## src/rtl/systolic_array_seq.sv

```systemverilog
`default_nettype none
// ============================================================================
// Module   : systolic_array_seq
// Function : Issues ctrl words, weight addresses and activation reads for one
//            pass of a systolic_cell chain, drains the pipeline, pulses done.
// Revision : 1.0  initial release
// ============================================================================
module systolic_array_seq #(
    parameter int CTRL_WIDTH     = 32,
    parameter int MEM_ADDR_WIDTH = 4,
    parameter int CNT_WIDTH      = 8,
    parameter int DRAIN_CYCLES   = 4
) (
    input  logic                      clk,
    input  logic                      rst,
    input  logic                      ce,
    input  logic                      start,
    input  logic                      abort,
    input  logic [MEM_ADDR_WIDTH:0]   cfg_taps,
    input  logic [CNT_WIDTH-1:0]      cfg_outs,
    output logic [CTRL_WIDTH-1:0]     ctrl_out,
    output logic [MEM_ADDR_WIDTH-1:0] mem_addr_out,
    output logic                      x_rd_en,
    output logic [CNT_WIDTH-1:0]      x_rd_addr,
    output logic                      busy,
    output logic                      done,
    output logic                      cfg_err
);

    localparam logic [1:0] c_st_idle  = 2'd0;
    localparam logic [1:0] c_st_run   = 2'd1;
    localparam logic [1:0] c_st_drain = 2'd2;
    localparam logic [1:0] c_st_done  = 2'd3;

    localparam int c_dw = $clog2(DRAIN_CYCLES + 1);
    localparam logic [c_dw-1:0]         c_drain_init = c_dw'(DRAIN_CYCLES);
    localparam logic [c_dw-1:0]         c_drain_one  = c_dw'(1);
    localparam logic [MEM_ADDR_WIDTH:0] c_max_taps   = {1'b1, {MEM_ADDR_WIDTH{1'b0}}};
    localparam logic [MEM_ADDR_WIDTH:0] c_taps_one   = (MEM_ADDR_WIDTH + 1)'(1);
    localparam logic [CNT_WIDTH-1:0]    c_outs_one   = CNT_WIDTH'(1);
    localparam logic [MEM_ADDR_WIDTH-1:0] c_t_one    = MEM_ADDR_WIDTH'(1);

    logic [1:0]                r_state, w_state;
    logic [MEM_ADDR_WIDTH-1:0] r_taps_m1, w_taps_m1;
    logic [CNT_WIDTH-1:0]      r_outs_m1, w_outs_m1;
    logic [MEM_ADDR_WIDTH-1:0] r_t, w_t;
    logic [CNT_WIDTH-1:0]      r_o, w_o;
    logic [c_dw-1:0]           r_drain, w_drain;

    logic [CTRL_WIDTH-1:0]     w_ctrl;
    logic [MEM_ADDR_WIDTH-1:0] w_mem_addr;
    logic                      w_x_rd_en;
    logic [CNT_WIDTH-1:0]      w_x_rd_addr;
    logic                      w_busy, w_done, w_cfg_err;
    logic                      w_cfg_ok, w_last;
    logic [7:0]                w_o_byte;

    // The ctrl word carries the low byte of the output index.
    if (CNT_WIDTH >= 8) begin : g_obyte_wide
        assign w_o_byte = r_o[7:0];
    end else begin : g_obyte_narrow
        assign w_o_byte = {{(8 - CNT_WIDTH){1'b0}}, r_o};
    end

    assign w_cfg_ok = (cfg_taps != '0) && (cfg_taps <= c_max_taps) && (cfg_outs != '0);
    assign w_last   = (r_t == r_taps_m1);

    always_comb begin
        w_state     = r_state;
        w_taps_m1   = r_taps_m1;
        w_outs_m1   = r_outs_m1;
        w_t         = r_t;
        w_o         = r_o;
        w_drain     = r_drain;
        w_ctrl      = '0;
        w_mem_addr  = '0;
        w_x_rd_en   = 1'b0;
        w_x_rd_addr = '0;
        w_busy      = 1'b0;
        w_done      = 1'b0;
        w_cfg_err   = 1'b0;
        case (r_state)
            c_st_idle: begin
                // abort beats a coincident start
                if (start && !abort) begin
                    if (w_cfg_ok) begin
                        w_taps_m1 = MEM_ADDR_WIDTH'(cfg_taps - c_taps_one);
                        w_outs_m1 = cfg_outs - c_outs_one;
                        w_t       = '0;
                        w_o       = '0;
                        w_state   = c_st_run;
                        w_busy    = 1'b1;
                    end else begin
                        w_cfg_err = 1'b1;
                    end
                end
            end
            c_st_run: begin
                if (abort) begin
                    w_state = c_st_idle;
                end else begin
                    w_busy           = 1'b1;
                    w_mem_addr       = r_t;
                    w_x_rd_en        = 1'b1;
                    w_x_rd_addr      = r_o + CNT_WIDTH'(r_t);
                    w_ctrl[0]        = (r_t == '0);
                    w_ctrl[1]        = 1'b1;
                    w_ctrl[2]        = w_last;
                    w_ctrl[15:8]     = w_o_byte;
                    if (w_last) begin
                        w_t = '0;
                        if (r_o == r_outs_m1) begin
                            w_state = c_st_drain;
                            w_drain = c_drain_init;
                        end else begin
                            w_o = r_o + c_outs_one;
                        end
                    end else begin
                        w_t = r_t + c_t_one;
                    end
                end
            end
            c_st_drain: begin
                if (abort) begin
                    w_state = c_st_idle;
                end else begin
                    w_busy  = 1'b1;
                    w_drain = r_drain - c_drain_one;
                    if (r_drain == c_drain_one) begin
                        w_state = c_st_done;
                    end
                end
            end
            c_st_done: begin
                w_done  = 1'b1;
                w_state = c_st_idle;
            end
            default: w_state = c_st_idle;
        endcase
    end

    always_ff @(posedge clk or posedge rst) begin
        if (rst) begin
            r_state      <= c_st_idle;
            r_taps_m1    <= '0;
            r_outs_m1    <= '0;
            r_t          <= '0;
            r_o          <= '0;
            r_drain      <= '0;
            ctrl_out     <= '0;
            mem_addr_out <= '0;
            x_rd_en      <= 1'b0;
            x_rd_addr    <= '0;
            busy         <= 1'b0;
            done         <= 1'b0;
            cfg_err      <= 1'b0;
        end else if (ce) begin
            r_state      <= w_state;
            r_taps_m1    <= w_taps_m1;
            r_outs_m1    <= w_outs_m1;
            r_t          <= w_t;
            r_o          <= w_o;
            r_drain      <= w_drain;
            ctrl_out     <= w_ctrl;
            mem_addr_out <= w_mem_addr;
            x_rd_en      <= w_x_rd_en;
            x_rd_addr    <= w_x_rd_addr;
            busy         <= w_busy;
            done         <= w_done;
            cfg_err      <= w_cfg_err;
        end
    end

endmodule
`default_nettype wire

```

## config.mk

```make
export PLATFORM = sky130hd
export DESIGN_NAME = systolic_array_seq
export DESIGN_NICKNAME = d
export VERILOG_FILES = /design/src/rtl/systolic_array_seq.sv
export SDC_FILE = /design/constraint.sdc
export NUM_CORES = 1
export LEC_CHECK = 0
export CORE_ASPECT_RATIO = 1.1
export CORE_MARGIN = 8
export CORE_UTILIZATION = 48
export DETAILED_ROUTE_END_ITERATION = 16
export PLACE_DENSITY = 0.77
export SYNTH_ARGS = -nofsm -noshare
export SYNTH_HDL_FRONTEND = slang
export SYNTH_SLANG_ARGS = --single-unit
```

## constraint.sdc

```tcl
create_clock -name clk -period 1.7 [get_ports clk]
set_input_delay 0.34 -clock clk [delete_from_list [all_inputs] [get_ports clk]]
set_output_delay 0.34 -clock clk [all_outputs]
set_load 0.02 [all_outputs]
```

### Word-level counts from Yosys, hierarchy flattened

Cells that the tools add are included.

* output and inout bits: 48
* logic and storage cells: 93
* flip-flop bits (word level): 56
* input port bits: 18

* order comparisons: 1
* multiplexer cells: 41
* reductions and logical operators: 16
* $add $sub $neg: 6
* equal/unequal tests: 16

Operators by type and width (number)
* two-way mux 8 bit: 9
* two-way mux 4 bit: 6
* two-way mux 3 bit: 6
* case mux 8 bit (2 select lines): 1
* two-way mux 2 bit: 7
* != test 2 bit, second input constant: 7
* AND reduction 6 bit: 2
* != test 3 bit, second input constant: 3
* adder 8 x 1 -> 8 bit, second input constant: 1
* adder 8 x 4 -> 8 bit: 1
* equality test 8 bit: 1
* two-way mux 1 bit: 8
* case mux 2 bit (4 select lines): 1
* case mux 4 bit (2 select lines): 1
* nonzero test 8 bit: 1
* subtractor 8 x 1 -> 8 bit, second input constant: 1
* AND reduction 7 bit: 1
* case mux 3 bit (2 select lines): 1
* <= comparator 5 bit, second input constant: 1
* AND reduction 5 bit: 1
* nonzero test 5 bit: 1
* adder 4 x 1 -> 4 bit, second input constant: 1
* equality test 2 bit, second input constant: 2
* equality test 4 bit: 1
* 12 further kinds: 15

### Depth between registers and ports, before layout

Gate-level depths: netlist of the first run.

* word-level depth: 6
* gate-level depth with buffers: 9
* gate-level depth less buffers: 7

### Least setup slack after synthesis of the first run

No wires, ideal clock.

* kind: input -> register
* from: input cfg_taps[0]
* to: register r_o[2]
* stages: 7
* library setup time: 124 ps
* path buffers: 0
* setup slack: -226 ps
* data required time: 1576 ps
* arrival: 1802 ps
* cells stage by stage: inv_1 > ha_1 > nor3b_1 > xor2_1 > o31ai_2 > nand3_2 > a211o_1

* word-level cells in the longest chain between the ends: 5
* elaborated cells between the ends (all ways): 6
* those cells by class: order compare (1); eq/ne (1); reduce/logical (4)

Ends and longest elaborated chain
* from (decl): line 19 `input logic [MEM_ADDR_WIDTH:0] cfg_taps,`
* <= comparator 5 bit or nonzero test 5 bit (tied branches): line 65 `assign w_cfg_ok = (cfg_taps != '0) && (cfg_taps <= c_max_taps) && (cfg_outs != '0);`
* logical AND 1 bit * (2 in series): line 65
* != test 2 bit (no line) *
* AND reduction 7 bit (no line) *
* to (signal assigned): line 162 `r_o <= w_o;`
* to (decl): line 47 `logic [CNT_WIDTH-1:0] r_o, w_o;`

Every way passes the cells marked *; elsewhere a longest branch is shown, timed or not.
A chain may end at the register's enable or synchronous reset.

### Worst setup path after layout of the first run

* from: register r_t[2]
* to: register r_o[0]

* word-level cells in the longest chain between the ends: 3

Ends and longest elaborated chain
* from (decl): line 46 `logic [MEM_ADDR_WIDTH-1:0] r_t, w_t;`
* from (signal assigned): line 161 `r_t <= w_t;`
* equality test 4 bit: line 66 `assign w_last = (r_t == r_taps_m1);`
* != test 2 bit (no line)
* AND reduction 7 bit (no line)

No other way between the ends.

==> results.md, run 1 <==
- The data required time of the worst path is 1.94 ns.
- Detailed placement ended at an HPWL of 6960 um.
- The die outline area is 10300 sq um.
- Setup repair after global routing could not meet its margin everywhere.
- The signal on the critical path passes through xor2_4, o41a_4, a211oi_4, a31oi_1, a21oi_1.
- The worst-margin pin slew is 0.540 ns.
- The detail-routed net length per standard cell is 17.0 um.
- The post-synthesis sequential area ratio is 39.0%.
- Global routing used 19.3% of the available tracks across all layers.
- The finished cells cover 5250 sq um.
- The worst path in the final design needs a cycle of 1.88 ns, including I/O delays and setup.
- The chip height is 106 um.
- The number of vias in the routed layout is 3236.
- The first-pass iteration count of the detailed router is 5.
- After Yosys synthesis, XOR and XNOR cells account for 6.39% of the synthesized area.
- The most used flip-flop cell after synthesis is sky130_fd_sc_hd__dfrtp_1.
- The tightest hold path in the finished design has a slack of 0.376 ns.
- The row count is 32.
- Counting tap cells, the placed design contains a total of 566 instances.
- The number of nets with antenna violations after detailed routing is 0.
- The later-pin clock latency in the skew report is 0.32 ns.
- The netlist area before placement is 3530 sq um.
- The synthesis-to-layout area growth is 49.0%.
- The register area is 1380 sq um.
- The utilization of the core after routing is 74.1%.
- The slowest library cell on the worst path is sky130_fd_sc_hd__o41a_4.
- The synthesized design spends more area on one cell type than any other, namely sky130_fd_sc_hd__dfrtp_1.
- The worst setup path is of the register to register kind.
- Dividing total power by cell area gives a power density of 1530 nW/um^2.
- The worst hold path belongs to the class input pin to register.
- Summing all placed instances gives a cell area of 4660 sq um.
- Synthesis inferred 55 register bits.
- The compound-gate portion of the synthesized area is 18.8%.
- The clock arrives with 0.0131 ns of skew.
- Of all nets on the critical path, the largest fanout is 4.
- In the post-route analysis, the smallest setup slack over all paths is -0.177 ns.
- Ranked by total cell area, the synthesized netlist is headed by sky130_fd_sc_hd__dfrtp_1 39%, sky130_fd_sc_hd__ha_1 6.0%, sky130_fd_sc_hd__buf_4 4.9%.
- The fraction of synthesis flops using an asynchronous set or reset pin is 100%.
- The number of fillers in the final layout is 491.
- The boundary pin count is 66.
- The most frequent cell after synthesis is sky130_fd_sc_hd__dfrtp_1.
- The first-pass GRT wire length is 16700 um.
- The checks that failed: setup timing.
- The pre-CTS worst setup slack is -0.761 ns.
- After synthesis, the share of cell area in mux cells is 1.45%.
- The switching fraction of total power is 43.2%.
- The via count of the first global-routing pass is 3479.
- The number of clock buffers inserted by TritonCTS is 5.
- Counting flops with a built-in enable in the synthesized netlist gives 0.
- The core region is 7090 sq um.
- The global route total overflow is 0.
- The buffer cell driving the clock tree root is sky130_fd_sc_hd__clkbuf_8.
- The maximum operating frequency is 533 MHz.
- In the finished design, the share of the clock period the worst path needs comes to 110%.
- The clock drives 55 sinks.
- Setup total negative slack on the finished layout was measured at -1.72 ns.
- Per report_power, the sequential group accounts for 27.3% of the total.
- The max-slew violation count came to 0.
- The worst setup path is captured at a register.
- The total count of hold-check failures in the final report is 0.
- In this design, the stage delay of the slowest critical-path cell is 0.54 ns.
- In the final design database the tool counted 542 nets.
- The starting density of the core is 49.8%.
- Averaged over all synthesized cells, the footprint is 9.33 sq um.
- The total number of H-tree levels is 2.
- The multi-input gate area in the final layout is 2220 sq um.
- The routed via count divided by cell count is 5.47.
- The initial antenna violation count is 0.
- The number of maximum-capacitance constraint violations is 0.
- Headroom to the max-slew limit came out at 63.8%.
- The die is 97.7 um wide.
- After synthesis, the largest family of logic cells by area is compound AO/OA/AOI/OAI gates.
- Of the total synthesized cell area, the portion taken by full adders, half adders and majority gates is 6.60%.
- Summing internal, switching and leakage power gives 8.05 mW.
- For the worst setup path, the data arrival time is 2.12 ns.
- The leakage component of the power is 2.36 nW.
- The number of endpoints failing setup at the final stage is 17.
- The wire length reported by the detailed router is 10000 um.
- The fraction of layout cells with a size suffix above 1 is 36.1%.
- For this run, design rule violations remaining after detail routing come to 0.
- The final weighted congestion of routability-driven global placement is 0.856.
- The switching power is 3.48 mW.
- The commonest cells after synthesis are 55 x sky130_fd_sc_hd__dfrtp_1, 39 x sky130_fd_sc_hd__inv_1, 36 x sky130_fd_sc_hd__nand2_1, 23 x sky130_fd_sc_hd__buf_4, 22 x sky130_fd_sc_hd__o21ai_0.
- Yosys printed 0 warnings.
- After clock tree synthesis, the clock-pin slew on the worst setup and hold paths is 0.11 ns.
- The number of instances in the synthesized netlist is 378.
- The count of non-filler cells in the finished layout is 592.
- The count of port buffers added during placement is 44.
- In this run, the number of DRC markers left after iteration 0 of detailed routing was 190.
- The portion of synthesized cell area occupied by the leading cell type is 39.0%.
- The combinational share of power is 61.3%.
- The run finished, with violations left.
- STA classifies the critical path startpoint as a register.
- The worst-case clock buffer depth is 2.
- Entering global routing, the biggest net connects 56 pins.
- The count of distinct cell types in the synthesized netlist is 71.
- VDD sags by at most 0.828 mV.
- The repair_antennas step left the layout with diodes totalling 0.
- The internal power contribution is 4.58 mW.
- Per report_power, the clock group accounts for 11.4% of the total.
- The synthesized netlist devotes 15.8% of its cell area to simple gates.
- The TritonCTS clock tree is done.
path summary, 6_finish.rpt:
| path | startpoint | endpoint | slack, ns | cells past startpoint |
|---|---|---|---|---|
| worst max-delay path | r_t[2] | r_o[0] | -0.18 | 5 |
| worst min-delay path | cfg_taps[0] | r_taps_m1[0] | 0.38 | 3 |
| worst max register to register | r_t[2] | r_o[0] | -0.18 | 5 |
| worst min register to register | r_outs_m1[5] | r_outs_m1[5] | 0.53 | 2 |
| max in group asynchronous | rst | r_taps_m1[1] | 1.00 | 3 |
| min in group asynchronous | rst | busy | 0.42 | 3 |
registers in the layout, indices dropped and copies added, names as in the netlist:
register	count
ctrl_out	11
r_o	8
r_outs_m1	8
x_rd_addr	8
mem_addr_out	4
r_t	4
r_taps_m1	4
r_drain	3
r_state	2
busy	1
cfg_err	1
done	1
cell type report:
class / count / area share (%)
well taps: 85 / 2.02
multi-input cells: 263 / 42.3
repair buffers: 142 / 23.9
clock inverters: 3 / 0.881
inverters: 39 / 3.19
flip-flops and latches: 55 / 26.3
clock buffers: 5 / 1.31
layout by cell type (no fill, tap or decap), types with 4 or more instances in the layout:
master / synthesis / final
sky130_fd_sc_hd__ha_4: 0 / 4
sky130_fd_sc_hd__o21ai_1: 5 / 11
sky130_fd_sc_hd__nand2_1: 36 / 35
sky130_fd_sc_hd__o21ai_0: 22 / 13
sky130_fd_sc_hd__o22ai_1: 15 / 15
sky130_fd_sc_hd__dfrtp_1: 55 / 49
sky130_fd_sc_hd__nor2_1: 14 / 12
sky130_fd_sc_hd__inv_1: 39 / 34
sky130_fd_sc_hd__a21oi_2: 0 / 5
sky130_fd_sc_hd__clkbuf_8: 0 / 5
sky130_fd_sc_hd__buf_6: 3 / 15
sky130_fd_sc_hd__nand3_1: 17 / 16
sky130_fd_sc_hd__a21o_1: 5 / 4
sky130_fd_sc_hd__xor2_1: 14 / 6
sky130_fd_sc_hd__nand2b_1: 5 / 5
sky130_fd_sc_hd__mux2i_1: 4 / 4
sky130_fd_sc_hd__dlygate4sd2_1: 0 / 7
sky130_fd_sc_hd__clkdlybuf4s50_1: 0 / 28
sky130_fd_sc_hd__ha_1: 17 / 12
sky130_fd_sc_hd__conb_1: 1 / 21
sky130_fd_sc_hd__dfrtp_2: 0 / 6
sky130_fd_sc_hd__nor4_4: 2 / 4
sky130_fd_sc_hd__xnor2_1: 8 / 7
sky130_fd_sc_hd__xor2_2: 2 / 7
sky130_fd_sc_hd__buf_4: 23 / 81
sky130_fd_sc_hd__dlymetal6s2s_1: 0 / 7
logic make-up after synthesis:
kind of cell | after synthesis
AO/OA/AOI/OAI | 92
flip-flops | 55
multiplexers | 5
buffers and inverters | 80
AND/OR/NAND/NOR | 103
XOR/XNOR | 24
other | 1
adder cells (fa/ha/maj) | 18
critical path, delay by kind of cell, from the launching register on:
kind,cells,cell delay (ns)
flip-flops,1,0.49
XOR/XNOR,1,0.23
AO/OA/AOI/OAI,4,1.08
power by group through the flow:
stage	combinational [mW]	clock (mW)	sequential [mW]
after floorplan	2.26	0	2.38
after global placement	3.90	0	2.15
after detailed placement	4.03	0	2.19
after CTS	4.49	0.915	2.16
after global routing	5.27	0.969	2.26
final	4.94	0.918	2.20
layer usage:
layer / track usage [%] / share of wire (%) / vias to the layer above
met1: 20.5 / 38 / 1585
li1: - / - / 1511
met5: 0 / 0 / -
met2: 36.3 / 53 / 116
met4: 6.47 / 2.4 / 0
met3: 4.83 / 6.3 / 24
what timing repair did:
item                                    CTS  global route
pin swaps                                16            26
hold buffers                              0             0
resized for setup                        49            40
endpoints found under the setup margin   34            34
gates cloned                              0             0
buffers inserted                         13             5
Power figures use the tool's default switching activity.
==> run 2, diff against run 1 <==
--- a/config.mk
+++ b/config.mk
@@ -5,11 +5,13 @@
 export SDC_FILE = /design/constraint.sdc
 export NUM_CORES = 1
 export LEC_CHECK = 0
+export CELL_PAD_IN_SITES_DETAIL_PLACEMENT = 0
+export CELL_PAD_IN_SITES_GLOBAL_PLACEMENT = 1
 export CORE_ASPECT_RATIO = 1.1
 export CORE_MARGIN = 8
-export CORE_UTILIZATION = 48
+export CORE_UTILIZATION = 36
 export DETAILED_ROUTE_END_ITERATION = 16
-export PLACE_DENSITY = 0.77
+export PLACE_DENSITY_LB_ADDON = 0.1
 export SYNTH_ARGS = -nofsm -noshare
 export SYNTH_HDL_FRONTEND = slang
 export SYNTH_SLANG_ARGS = --single-unit
==> run 2 against run 1 <==
The run still ends with setup timing left. Maximum frequency up 2.0%. Worst setup slack improved by 0.037 ns. Combinational power shrank 2%. Critical path type unchanged.
==> results.md, run 2 (synthesis results as in run 1) <==
- The final weighted congestion of routability-driven global placement is 0.828 (-3.2%).
- The ratio of total power to cell area is 1470 nW/um^2 (-4.4%).
- The global route total overflow is 0 (unchanged).
- The first-pass GRT wire length is 15600 um (-6.6%).
- The final net count is 539 (-0.55%).
- The standard cell core area is 9700 sq um (+37%).
- The number of endpoints failing setup at the final stage is 17 (unchanged).
- The total count of hold-check failures in the final report is 0 (unchanged).
- The number of nets with antenna violations after detailed routing came to 0 (unchanged).
- The count of port buffers added during placement is 44 (unchanged).
- The peak supply drop is 0.553 mV (-33%).
- The arrival time of data at the critical path endpoint was 2.09 ns (-0.03 ns).
- The cell sitting at the root of the clock tree is a sky130_fd_sc_hd__clkbuf_8.
- The worst setup path is of the register to register kind.
- The final critical delay including setup and external delays is 1.84 ns (-0.0371 ns).
- The worst-case clock buffer depth came to 2 (unchanged).
- The final-layout setup total negative slack came to -1.61 ns (+0.107 ns).
- The cell total after placement was 603 (+6.5%).
- The chip height is 120 um (+13%).
- The die outline area is 13200 sq um (+28%).
- The busiest layer in global routing is met2.
- The number of maximum-capacitance constraint violations came to 0 (unchanged).
- The pin count of the biggest net entering global routing is 56 (unchanged).
- The register name with the most flops is ctrl_out.
- Setup repair after global routing could not meet its margin everywhere.
- The clock sink count was 55 (unchanged).
- The type of the tightest min-delay check is input pin to register.
- The number of vias in the routed layout is 3006 (-7.1%).
- The final clock skew is 0.00485 ns (-0.00821 ns).
- The worst path buffer plus inverter count is 1 (+1).
- The pre-CTS worst setup slack came to -0.789 ns (-0.0284 ns).
- The starting density of the core is 36.4% (-13 points).
- The remaining routing DRC violations is 0 (unchanged).
- The max-slew violation count came to 0 (unchanged).
- The total number of H-tree levels is 2 (unchanged).
- The via count of the first global-routing pass is 3065 (-12%).
- The first-pass iteration count of the detailed router is 4 (-1).
- The slowest library cell on the worst path is sky130_fd_sc_hd__dfrtp_2.
- The global-route track usage on met2 was 25.5% (-11 points).
- The count of non-filler cells in the finished layout is 624 (+5.4%).
- The standard cell area after detailed placement is 4760 sq um (+2.1%).
- The number of inserted diodes was 0 (unchanged).
- The final reports fail on setup timing.
- The kind of capture point of the worst setup path is a register.
- The TritonCTS clock tree is done.
- The data required time of the worst path was 1.95 ns (about the same).
- The critical path depth is 6 (+1).
- The violation count after the first detailed-route iteration is 112 (-41%).
- The library cell used most frequently in the layout, excluding fill and tap cells, is sky130_fd_sc_hd__buf_4.
- The final hold slack was 0.370 ns (-0.00576 ns).
- STA classifies the critical path startpoint as a register.
- The boundary pin count came to 66 (unchanged).
- The top fanout value on the critical path was 4 (unchanged).
- Traced cell by cell, the critical path runs through xor2_2, nor4_4, buf_4, a31oi_4, a311oi_2, mux2i_1.
- The initial antenna violation count is 0 (unchanged).
- The number of cells on the worst hold path came to 3 (unchanged).
- The depth of the most critical reg-to-reg path came to 6 (+1).
- The part of the cycle the worst path needs was 108% (-2.2 points).
- The flow ran to the end, but the final reports show violations.
- The post-DP HPWL is 6940 um (-0.32%).
- The worst setup margin is -0.140 ns (+0.0371 ns).
- The family of cells with the greatest summed delay on the critical path is flip-flops.
- The final design instance area without fill was 5310 sq um (+1.0%).
- The routed via count divided by cell count was 4.82 (-12%).
- The met3 usage in global routing is 2.14% (-2.7 points).
- The synthesis-to-layout area growth is 50.5%.
- The number of flip-flops under the largest register name is 11 (unchanged).
- The later-pin clock latency in the skew report is 0.32 ns (about the same).
- In the layout the commonest cells are 80 x sky130_fd_sc_hd__buf_4, 47 x sky130_fd_sc_hd__dfrtp_1, 34 x sky130_fd_sc_hd__inv_1, 34 x sky130_fd_sc_hd__nand2_1, 33 x sky130_fd_sc_hd__clkdlybuf4s50_1.
- The delay of the slowest cell on the worst path came to 0.48 ns (-0.06 ns).
- The row count is 38 (+19%).
- The leakage component of the power is 2.31 nW (-1.9%).
- The detail-routed net length per standard cell came to 14.9 um (-12%).
- The number of clock buffers inserted by TritonCTS is 5 (unchanged).
- The floorplan die width was 110 um (+13%).
- The maximum operating frequency is 543 MHz (+2.0%).
- The met1 global-route usage is 18.5% (-2.0 points).
- The wire length reported by the detailed router is 9310 um (-7.3%).
- The clock slew seen by the registers of the worst setup and hold paths was 0.10 ns (about the same).
- The combined global-route utilization of all metal layers is 14.8% (-4.5 points).
- The fraction of layout cells with a size suffix above 1 came to 36.7% (+0.61 points).
[run 2: cell count changes in the layout (fill, tap and decap cells not counted), moves of 2 or more]
cell                              change
sky130_fd_sc_hd__dlymetal6s2s_1       -5
sky130_fd_sc_hd__o21ai_1              -2
sky130_fd_sc_hd__buf_12               +5
sky130_fd_sc_hd__buf_6                -9
sky130_fd_sc_hd__clkdlybuf4s50_1      +5
sky130_fd_sc_hd__ha_4                 +2
sky130_fd_sc_hd__buf_16               +2
sky130_fd_sc_hd__dfrtp_2              +2
sky130_fd_sc_hd__dfrtp_1              -2
[run 2: per-layer routing]
layer  wire length, um  part of all wire, %
met1              4210                   45
met2              4650                   50
met3               338                  3.6
met4               106                  1.1
met5                 0                    0
[run 2: worst min-delay path: cells and delay by family]
| kind | cells | cell delay (ns) |
|---|---|---|
| AO/OA/AOI/OAI | 1 | 0.07 |
| buffers and inverters | 2 | 0.25 |
[run 2: report_power, final]
| part | switching, mW | internal (mW) |
|---|---|---|
| Combinational | 2.41 | 2.42 |
| Clock | 0.456 | 0.290 |
| Sequential | 0.436 | 1.76 |
| Total | 3.31 | 4.47 |
[run 2: per-stage QoR]
step	total power, mW	utilization [%]
after global routing	8.37	54.7
after detailed placement	6.39	49.0
after global placement	6.31	49.0
after floorplan	4.64	-
after CTS	7.65	53.4
final	7.78	54.7
[run 2: cell type report]
cell class / instances / area (sq um)
clock buffers: 6 / 72.6
flip-flops and latches: 55 / 1390
inverters: 39 / 168
multi-input cells: 263 / 2230
clock inverters: 2 / 12.5
well taps: 120 / 150
fillers: 923 / 4390
repair buffers: 139 / 1290
[run 2: path summary, 6_finish.rpt]
| kind | to | slack (ns) | from |
|---|---|---|---|
| worst max-delay path | r_state[1] | -0.14 | r_o[0] |
| worst min-delay path | r_taps_m1[0] | 0.37 | cfg_taps[0] |
| max in group asynchronous | r_o[1] | 0.97 | rst |
| worst max register to register | r_state[1] | -0.14 | r_o[0] |
| worst min register to register | x_rd_addr[5] | 0.51 | x_rd_addr[5] |
| min in group asynchronous | done | 0.42 | rst |
[run 2: timing repair]
item,in CTS,in global routing
setup endpoints to repair,35,31
gates resized for setup,63,23
hold buffers,0,0
endpoints found under the hold margin,0,0
pin swaps,24,23
setup buffers,8,4
gates cloned,2,0
==> run 3, diff against run 2 <==
--- a/config.mk
+++ b/config.mk
@@ -12,6 +12,7 @@
 export CORE_UTILIZATION = 36
 export DETAILED_ROUTE_END_ITERATION = 16
 export PLACE_DENSITY_LB_ADDON = 0.1
+export REMOVE_ABC_BUFFERS = 1
 export SYNTH_ARGS = -nofsm -noshare
 export SYNTH_HDL_FRONTEND = slang
 export SYNTH_SLANG_ARGS = --single-unit
==> run 3 against run 2 <==
The run still ends with setup timing left. Global-route usage fell by 0.29 points. Die area did not move. Core utilization barely moved. Cell area barely moved. Sequential share of layout area barely moved. Power fell by 0.44%. Non-clock buffer count rose by 8. Worst setup slack improved by 0.028 ns. Clock power rose by 20%. Clock skew rose by 0.0015 ns. Critical path type unchanged.
==> results.md, run 3 (synthesis results as in run 1) <==
- The starting density of the core was 36.4% (unchanged).
- The number of nets with antenna violations after detailed routing was 0 (unchanged).
- Setup repair after global routing could not meet its margin everywhere.
- The top fanout value on the critical path is 4 (unchanged).
- The combinational share of power came to 60.3% (-1.9 points).
- The endpoint identified for the worst register-to-register timing path is x_rd_addr[7].
- The cell total after placement is 600 (-0.50%).
- The number of maximum-capacitance constraint violations came to 0 (unchanged).
- The fraction of layout cells with a size suffix above 1 is 37.2% (+0.48 points).
- The via count of the first global-routing pass came to 3150 (+2.8%).
- The final total power is 7.75 mW (-0.44%).
- The path with the worst hold slack has its endpoint at r_taps_m1[0].
- The register-to-register setup slack is -0.11 ns (+0.03 ns).
- The peak supply drop is 0.555 mV (+0.29%).
- The final clock skew is 0.00639 ns (+0.00154 ns).
- The worst-case clock buffer depth came to 2 (unchanged).
- In the layout the commonest cells are 88 x sky130_fd_sc_hd__buf_4, 48 x sky130_fd_sc_hd__dfrtp_1, 36 x sky130_fd_sc_hd__inv_1.
- The first-pass GRT wire length is 15300 um (-1.8%).
- The boundary pin count is 66 (unchanged).
- The count of port buffers added during placement came to 44 (unchanged).
- The detail-routed net length per standard cell is 15.1 um (+1.0%).
- The switching power was 3.23 mW (-2.4%).
- The global route total overflow was 0 (unchanged).
- The max-slew violation count was 0 (unchanged).
- The first-pass iteration count of the detailed router is 6 (+2).
- The wire length reported by the detailed router came to 9510 um (+2.2%).
- The later-pin clock latency in the skew report came to 0.32 ns (about the same).
- The post-DP HPWL is 6750 um (-2.6%).
- The routed via count divided by cell count was 4.82 (about the same).
- The internal power contribution was 4.52 mW (+0.98%).
- The clock slew seen by the registers of the worst setup and hold paths is 0.10 ns (about the same).
- The floorplan die width was 110 um (unchanged).
- The arrival time of data at the critical path endpoint came to 2.06 ns (-0.03 ns).
- The total count of hold-check failures in the final report came to 0 (unchanged).
- The clock share of power is 11.5% (+1.9 points).
- The final reports fail on setup timing.
- The maximum operating frequency is 552 MHz (+1.5%).
- The leading cell type in the layout, fill and taps excluded is sky130_fd_sc_hd__buf_4.
- The final-layout setup total negative slack is -0.903 ns (+0.705 ns).
- The ratio of total power to cell area came to 1460 nW/um^2 (-0.49%).
- The total number of H-tree levels is 2 (unchanged).
- The clock sink count came to 55 (unchanged).
- The row count is 38 (unchanged).
- The depth of the most critical reg-to-reg path is 6 (unchanged).
- The sequential group share of total power is 28.1% (-0.2 points).
- The part of the cycle the worst path needs is 107% (-1.6 points).
- The chip height is 120 um (unchanged).
- The switching fraction of total power came to 41.7% (-0.82 points).
- The number of inserted diodes is 0 (unchanged).
- The number of vias in the routed layout came to 3040 (+1.1%).
- The critical path launch point type is a register.
- The worst setup path is captured at a register.
- The data required time of the worst path is 1.95 ns (about the same).
- The register name with the most flops is ctrl_out.
- The synthesis-to-layout area growth was 50.6% (about the same).
- The final weighted congestion of routability-driven global placement is 0.779 (-5.9%).
- The leakage component of the power is 2.39 nW (+3.5%).
- The source of the worst hold timing path is cfg_taps[0].
- The initial antenna violation count was 0 (unchanged).
- The worst setup path is of the register to register kind.
- The number of clock buffers inserted by TritonCTS is 5 (unchanged).
- The worst setup margin is -0.112 ns (+0.0279 ns).
- The final critical delay including setup and external delays is 1.81 ns (-0.0279 ns).
- The remaining routing DRC violations is 0 (unchanged).
- The number of endpoints failing setup at the final stage was 16 (-1).
- The run finished, with violations left.
- The pin count of the biggest net entering global routing is 56 (unchanged).
- The number of cells on the worst hold path was 3 (unchanged).
- The number of flip-flops under the largest register name is 11 (unchanged).
- TritonCTS built the clock tree.
- In this run the critical register-to-register path is launched from r_o[1].
- The count of non-filler cells in the finished layout is 631 (+1.1%).
- The violation count after the first detailed-route iteration was 96 (-14%).
- The buffer cell driving the clock tree root is sky130_fd_sc_hd__clkbuf_8.
- The combined global-route utilization of all metal layers is 14.5% (-0.29 points).
- The standard cell core area came to 9700 sq um (unchanged).
- The die outline area was 13200 sq um (unchanged).
- The type of the tightest min-delay check is input pin to register.
- The final net count is 547 (+1.5%).
- The number of fillers in the final layout is 930 (+0.76%).
run 3: worst max-delay path: stages, from the launching register on:
cell,delay [ns]
sky130_fd_sc_hd__dfrtp_2,0.49
sky130_fd_sc_hd__ha_4,0.28
sky130_fd_sc_hd__a21o_1,0.12
sky130_fd_sc_hd__a21oi_2,0.07
sky130_fd_sc_hd__o21ba_4,0.20
sky130_fd_sc_hd__or4_4,0.51
sky130_fd_sc_hd__o221ai_2,0.07
run 3: through the flow:
| stage | worst slack (ns) | util [%] | hold slack (ns) | instance area [sq um] |
|---|---|---|---|---|
| global placement | -0.714 | 46.8 | 0.484 | 4540 |
| global route | -0.185 | 54.7 | 0.330 | 5310 |
| finish | -0.112 | 54.7 | 0.316 | 5310 |
| CTS | -0.139 | 51.6 | 0.401 | 5010 |
| detailed placement | -0.765 | 46.8 | 0.492 | 4540 |
| floorplan | -0.578 | - | 0.432 | 3330 |
run 3: worst max path at each step:
| stage | startpoint | end | cells past startpoint |
|---|---|---|---|
| after CTS | r_o[1] | x_rd_addr[7] | 6 |
| after detailed placement | cfg_taps[0] | r_state[1] | 8 |
| after floorplan | r_state[1] | r_o[1] | 7 |
| final | r_o[1] | x_rd_addr[7] | 6 |
| after global placement | cfg_taps[0] | r_state[1] | 8 |
| after global routing | r_t[3] | r_state[1] | 6 |
run 3: timing repair:
item | in CTS | in global routing
hold buffers | 0 | 0
gates resized for setup | 69 | 45
endpoints found under the setup margin | 34 | 33
pin swaps | 23 | 12
cloned | 0 | 2
endpoints found under the hold margin | 0 | 0
buffers inserted | 14 | 8
run 3: cell type report:
cell class                 instances  area, sq um  share of cell area, %
sequential                        55         1390                   26.1
clock buffer                       6         72.6                   1.37
tap                              120          150                   2.83
inverter                          39          146                   2.76
multi-input combinational        263         2200                   41.5
clock inverter                     1         30.0                  0.566
timing repair buffer             147         1320                   24.9
run 3: power groups by stage:
stage,clock [mW],combinational [mW],sequential (mW)
3_5_place_dp,0,3.85,2.14
4_1_cts,0.919,4.36,2.15
6_report,0.894,4.67,2.18
2_1_floorplan,0,1.90,2.37
3_3_place_gp,0,3.81,2.12
5_1_grt,0.971,5.07,2.25
run 3: routing by layer:
metal / GRT usage (%) / vias to the layer above / wire length (um)
li1: - / 1524 / -
met4: 4.50 / 0 / 131
met1: 17.8 / 1444 / 4060
met5: 0 / - / 0
met2: 24.7 / 64 / 4870
met3: 2.84 / 8 / 450
